$ cat src/rtl/me_pkg.sv
// Shared constants, FSM state encoding and result payload for the ME pixel feeder.
// The optional result watchdog is enabled by defining ME_TIMEOUT_EN.
package me_pkg;

    localparam int unsigned WORD_WIDETH   = 8;
    localparam int unsigned PIX_PER_WORD  = 4;
    localparam int unsigned DATA_W        = WORD_WIDETH * PIX_PER_WORD;
    localparam int unsigned BLK           = 16;
    localparam int unsigned SR            = 8;
    localparam int unsigned WIN           = BLK + 2 * SR;
    localparam int unsigned ADDR_W        = 20;
    localparam int unsigned MV_W          = 6;
    localparam int unsigned SAD_W         = 16;

    localparam int unsigned BLK_ROW_WORDS = BLK / PIX_PER_WORD;
    localparam int unsigned WIN_ROW_WORDS = WIN / PIX_PER_WORD;
    localparam int unsigned BLK_WORDS     = BLK_ROW_WORDS * BLK;
    localparam int unsigned WIN_WORDS     = WIN_ROW_WORDS * WIN;
    localparam int unsigned COL_W         = $clog2(WIN_ROW_WORDS);
    localparam int unsigned WCNT_W        = $clog2(WIN_WORDS);

    // Result frame as shifted in LSB-first after the start bit
    localparam int unsigned RES_BITS      = MV_W * 2 + SAD_W;
    localparam int unsigned RES_CNT_W     = $clog2(RES_BITS);
    localparam int unsigned MVX_OFS       = 0;
    localparam int unsigned MVY_OFS       = MV_W;
    localparam int unsigned SAD_OFS       = 2 * MV_W;

    typedef enum logic [2:0] {
        ST_IDLE     = 3'd0,
        ST_INIT     = 3'd1,
        ST_LOAD_CUR = 3'd2,
        ST_LOAD_WIN = 3'd3,
        ST_WAIT_RES = 3'd4,
        ST_RECV     = 3'd5
    } me_state_e;

    typedef struct packed {
        logic [SAD_W-1:0] sad;
        logic [MV_W-1:0]  mv_y;
        logic [MV_W-1:0]  mv_x;
    } me_result_t;

endpackage

$ cat src/rtl/me_res_deser.sv
// Serial result receiver: start-bit detect, bit counter and LSB-first shift register.
module me_res_deser
    import me_pkg::*;
(
    input  logic       clk,
    input  logic       rst,
    input  logic       i_arm,
    input  logic       i_recv,
    input  logic       i_bit,
    output logic       o_start_c,
    output logic       o_frame_valid_c,
    output me_result_t o_res_c
);

    logic [RES_BITS-2:0]  r_shift;
    logic [RES_CNT_W-1:0] r_cnt;
    logic [RES_BITS-1:0]  w_frame;

    assign o_start_c       = i_arm & i_bit;
    assign o_frame_valid_c = i_recv && (r_cnt == RES_CNT_W'(RES_BITS - 1));

    // Last bit is still on the line when the frame completes, so merge it in directly
    assign w_frame = {i_bit, r_shift};

    always_comb begin
        o_res_c      = '0;
        o_res_c.mv_x = w_frame[MVX_OFS +: MV_W];
        o_res_c.mv_y = w_frame[MVY_OFS +: MV_W];
        o_res_c.sad  = w_frame[SAD_OFS +: SAD_W];
    end

    always_ff @(posedge clk) begin
        if (rst) begin
            r_shift <= '0;
            r_cnt   <= '0;
        end else if (i_recv) begin
            r_shift <= w_frame[RES_BITS-1:1];
            r_cnt   <= r_cnt + 1'b1;
        end else begin
            r_cnt   <= '0;
        end
    end

endmodule

$ cat config.mk
export PLATFORM = sky130hd
export DESIGN_NAME = me_res_deser
export DESIGN_NICKNAME = d
export VERILOG_FILES = /design/src/rtl/me_pkg.sv /design/src/rtl/me_res_deser.sv
export SDC_FILE = /design/constraint.sdc
export NUM_CORES = 1
export LEC_CHECK = 0
export BUFFER_PORTS_ARGS = -buffer_cell sky130_fd_sc_hd__buf_4
export CORE_ASPECT_RATIO = 1.5
export CORE_MARGIN = 4
export CORE_UTILIZATION = 53
export DETAILED_ROUTE_END_ITERATION = 6
export PLACE_DENSITY = 0.8
export SLEW_MARGIN = 10
export SYNTH_ARGS = -nofsm -noshare
export SYNTH_HDL_FRONTEND = slang
export SYNTH_SLANG_ARGS = --single-unit
$ cat constraint.sdc
create_clock -name clk -period 1.3 [get_ports clk]
set_input_delay 0.13 -clock clk [delete_from_list [all_inputs] [get_ports clk]]
set_output_delay 0.13 -clock clk [all_outputs]
set_load 0.03 [all_outputs]
* After elaboration in Yosys (flattened, before gate mapping)
Index checks and enable logic that the tools add are counted.
Storage, ports and cells: bits in registers 32, input port bits 5, output and inout port bits 30, logic and storage cells 8
Cells by class: $add $sub $neg 1, eq/ne operators 1, bitwise gates (word level) 2, reductions and logical operators 2
Operators with widths (number):
- $add 5x1->5 const B | 1
- $eq 5x5->1 const B | 1
- $reduce_or 2->1 | 1
- $and 1x1->1 | 1
- $logic_and 1x1->1 | 1
- $not 1->1 | 1

* Longest topological paths before layout
depth in word-level cells 2, depth in mapped cells 4, mapped depth without buffers 3

* Worst setup path before layout
OpenSTA, ideal clock, no wires.
path kind register -> output, from register r_cnt[0], to output port o_frame_valid_c, data arrival time 1.271 ns, data required time 1.170 ns, setup slack -0.101 ns, stages on the path, launching flop included 4, buffers on the path 0, path through dfxtp_1 -> ha_1 -> nand2_1 -> nor3_1
Between the ends: word-level cells in the longest chain between the ends 2
Ends and longest elaborated chain:
- from (decl) | RTL line me_res_deser.sv:16 | logic [RES_CNT_W-1:0] r_cnt;
- from (signal assigned) | RTL line me_res_deser.sv:38 | r_cnt <= r_cnt + 1'b1;
- $eq 5x5->1 | RTL line me_res_deser.sv:20 | assign o_frame_valid_c = i_recv && (r_cnt == RES_CNT_W'(RES_BITS - 1));
- $logic_and 1x1->1 | RTL line me_res_deser.sv:20
- to (decl) | RTL line me_res_deser.sv:11 | output logic o_frame_valid_c,
No other way between the ends.

* Worst setup path in the final report
from register r_cnt[1], to output port o_frame_valid_c
The elaborated chain is that of the path after synthesis.

==> flow_summary.ini <==
[finish]
multi_input_area_um2 = 511.7
ff_latch_area_um2 = 643.1
final-instance-count-excl-fill = 173
fillers = 160
synthToLayoutAreaGrowth_pct = 30.06
num_antenna_cells = 0
drive_above_1_share_pct = 32.45
finalCoreUtilization_pct = 74.28
fin_nets = 156

[floorplanning]
core_area_um2 = 2077
initial_core_util_pct = 57.11
rows = 20
top_level_ports = 35
die_h_um = 65.94
die_area_um2 = 3074
die_w_um = 46.63

[min_path]
hold_path_class = primary input to flip-flop

[setup_path]
worstSetupEndpointType = primary output
arrival_ns = 1.15
critPathMaxFanout = 2
required_ns = 1.17
cp-start-kind = flip-flop
r2r_setup_slack_ns = 0.34
critical_path_class = flip-flop to primary output

[sta]
slew_headroom_pct = 80.58
max_freq_ghz = 0.7834
finalClockSkew_ns = 0.008511
finalSetupViolCount = 0
drv_slew = 0
period_share_pct = 98.19
finalHoldViolations = 0
min_period_ns = 1.277
tightest_slew_ns = 0.2913
grt_setup_unrepaired = yes

[detailed_routing]
detailedRoute.firstPassIterationCount = 4
viasPerCell = 5.029
drc_errors = 0
drt_iter0_markers = 14
wire_per_inst_um = 12.28
wirelength_um = 2125
ant_nets = 0
vias = 870

[place]
post-dp-hpwl_um = 1537
dp_cells = 162
globalplace.congestion = 0.7576
port_buffers = 34

[clocking]
cts_tree = built
ctsHoldBuffers = 0
path_clk_slew_ns = 0.09
clk_latency_ns = 0.31
cts_made_buffers = 5
cts_max_path_buffers = 2
clockRootBuffer = clkbuf_4
htreeDepth = 2
clock-sinks = 32

[global_routing]
grt_use_total_pct = 16.25
overflow = 0
use_met3_pct = 4.905
grt.met2_usage_pct = 28.45
grt_max_degree = 33
antenna_found_initial = 0
grt_pass1_vias = 876
grtUsageMet1_pct = 16.95
gr-max-usage-layer = met2
grt_pass1_wl_um = 3663

[synth]
synth_warnings = 0
ys_types = 15
mappedNetlistArea_um2 = 1186
ys_seq_area_share_pct = 54.01
ys_ff_latch = 32
syn_area_per_cell_um2 = 10.50
synth_nets = 119
postSynthCellCount = 113

[power]
ir_drop_v = 0.0006818
power_density_nw_per_um2 = 1078
p_leak_nw = 0.7474

[run]
maxCapViolations = 0

[outcome]
status = finished, final reports clean
[sequential cells by signal, summed over array words and instances, names as in the netlist]
register  count
r_shift      27
r_cnt         5
[cells by family after synthesis]
family / Yosys count / share of synthesized area (%)
fa+ha+maj: 1 / 1.055
flops: 32 / 54.01
buf+inv: 9 / 4.536
mux: 29 / 24.47
xor+xnor: 1 / 0.7385
simple gates: 41 / 15.19
[critical path, cell delays in order, from the launching register on]
cell     delay, ns
dfxtp_2       0.37
ha_4          0.14
nand2_2       0.05
nor3_2        0.10
buf_4         0.18
[metrics by stage]
stage          setup TNS, ns  total power, mW  area (µm²)  worst slack (ns)  hold WS (ns)
3_5_place_dp               0            1.123        1444            0.2017        0.3899
5_1_grt             -0.08671            1.737        1543          -0.08671       0.08646
6_report                   0            1.663        1543           0.02350       0.06546
4_1_cts                    0            1.685        1540          0.008790       0.05698
2_1_floorplan              0            1.097        1191            0.1426        0.2772
3_3_place_gp               0            1.121        1444            0.2586        0.3847
[cells in the mapped netlist]
cell type | n | area share [%]
or3b_1 | 2 | 1.5
nand2_1 | 2 | 0.63
mux2i_1 | 29 | 24
nor2_1 | 30 | 9.5
ha_1 | 1 | 1.1
dfxtp_1 | 32 | 54
and2_1 | 1 | 0.53
nand3b_1 | 2 | 1.3
nand2b_1 | 1 | 0.53
nand3_1 | 2 | 0.84
inv_1 | 1 | 0.32
buf_4 | 4 | 2.5
buf_2 | 4 | 1.7
nor3_1 | 1 | 0.42
xnor2_1 | 1 | 0.74
[cell type report]
type,instances,area share (%)
Clock buffer,8,3.812
Inverter,1,0.2433
Multi-Input combinational cell,72,33.17
Sequential cell,32,41.69
Tap cell,22,1.784
Timing Repair Buffer,38,19.30
[routing by layer]
layer	vias up	wire length [µm]
li1	445	-
met1	403	826
met2	20	1155
met3	2	120
met4	0	23
met5	-	0
[power by group]
group          switching (mW)  internal (mW)  leakage [nW]
clock network           0.289          0.267        0.0326
logic                  0.0627         0.0517         0.456
registers             0.00600          0.987         0.259
[placed cells by master (no fill, tap or decap), drive strengths merged]
cell    instances
buf            38
dfxtp          32
nor2           30
mux2i          29
clkbuf          8
or3b            2
nand3b          2
nand3           2
nand2           2
and2            1
nor3            1
nand2b          1
xnor2           1
inv             1
ha              1
[timing repair]
action                                  in CTS  in global routing
gates resized for setup                      4                  1
pin swaps                                    2                  0
endpoints found under the setup margin       1                  1
buffers inserted                             3                  0
[path summary, 6_finish.rpt]
check / from / cells after the start / endpoint
hold reg to reg: r_cnt[4]$_SDFF_PP0_ / 2 / r_cnt[4]$_SDFF_PP0_
hold / removal: i_bit / 3 / r_shift[26]$_SDFFE_PP0P_
setup / recovery: r_cnt[1]$_SDFF_PP0_ / 4 / o_frame_valid_c
setup reg to reg: r_cnt[1]$_SDFF_PP0_ / 4 / r_cnt[4]$_SDFF_PP0_
Note: power is estimated with default switching activity, not from simulation.
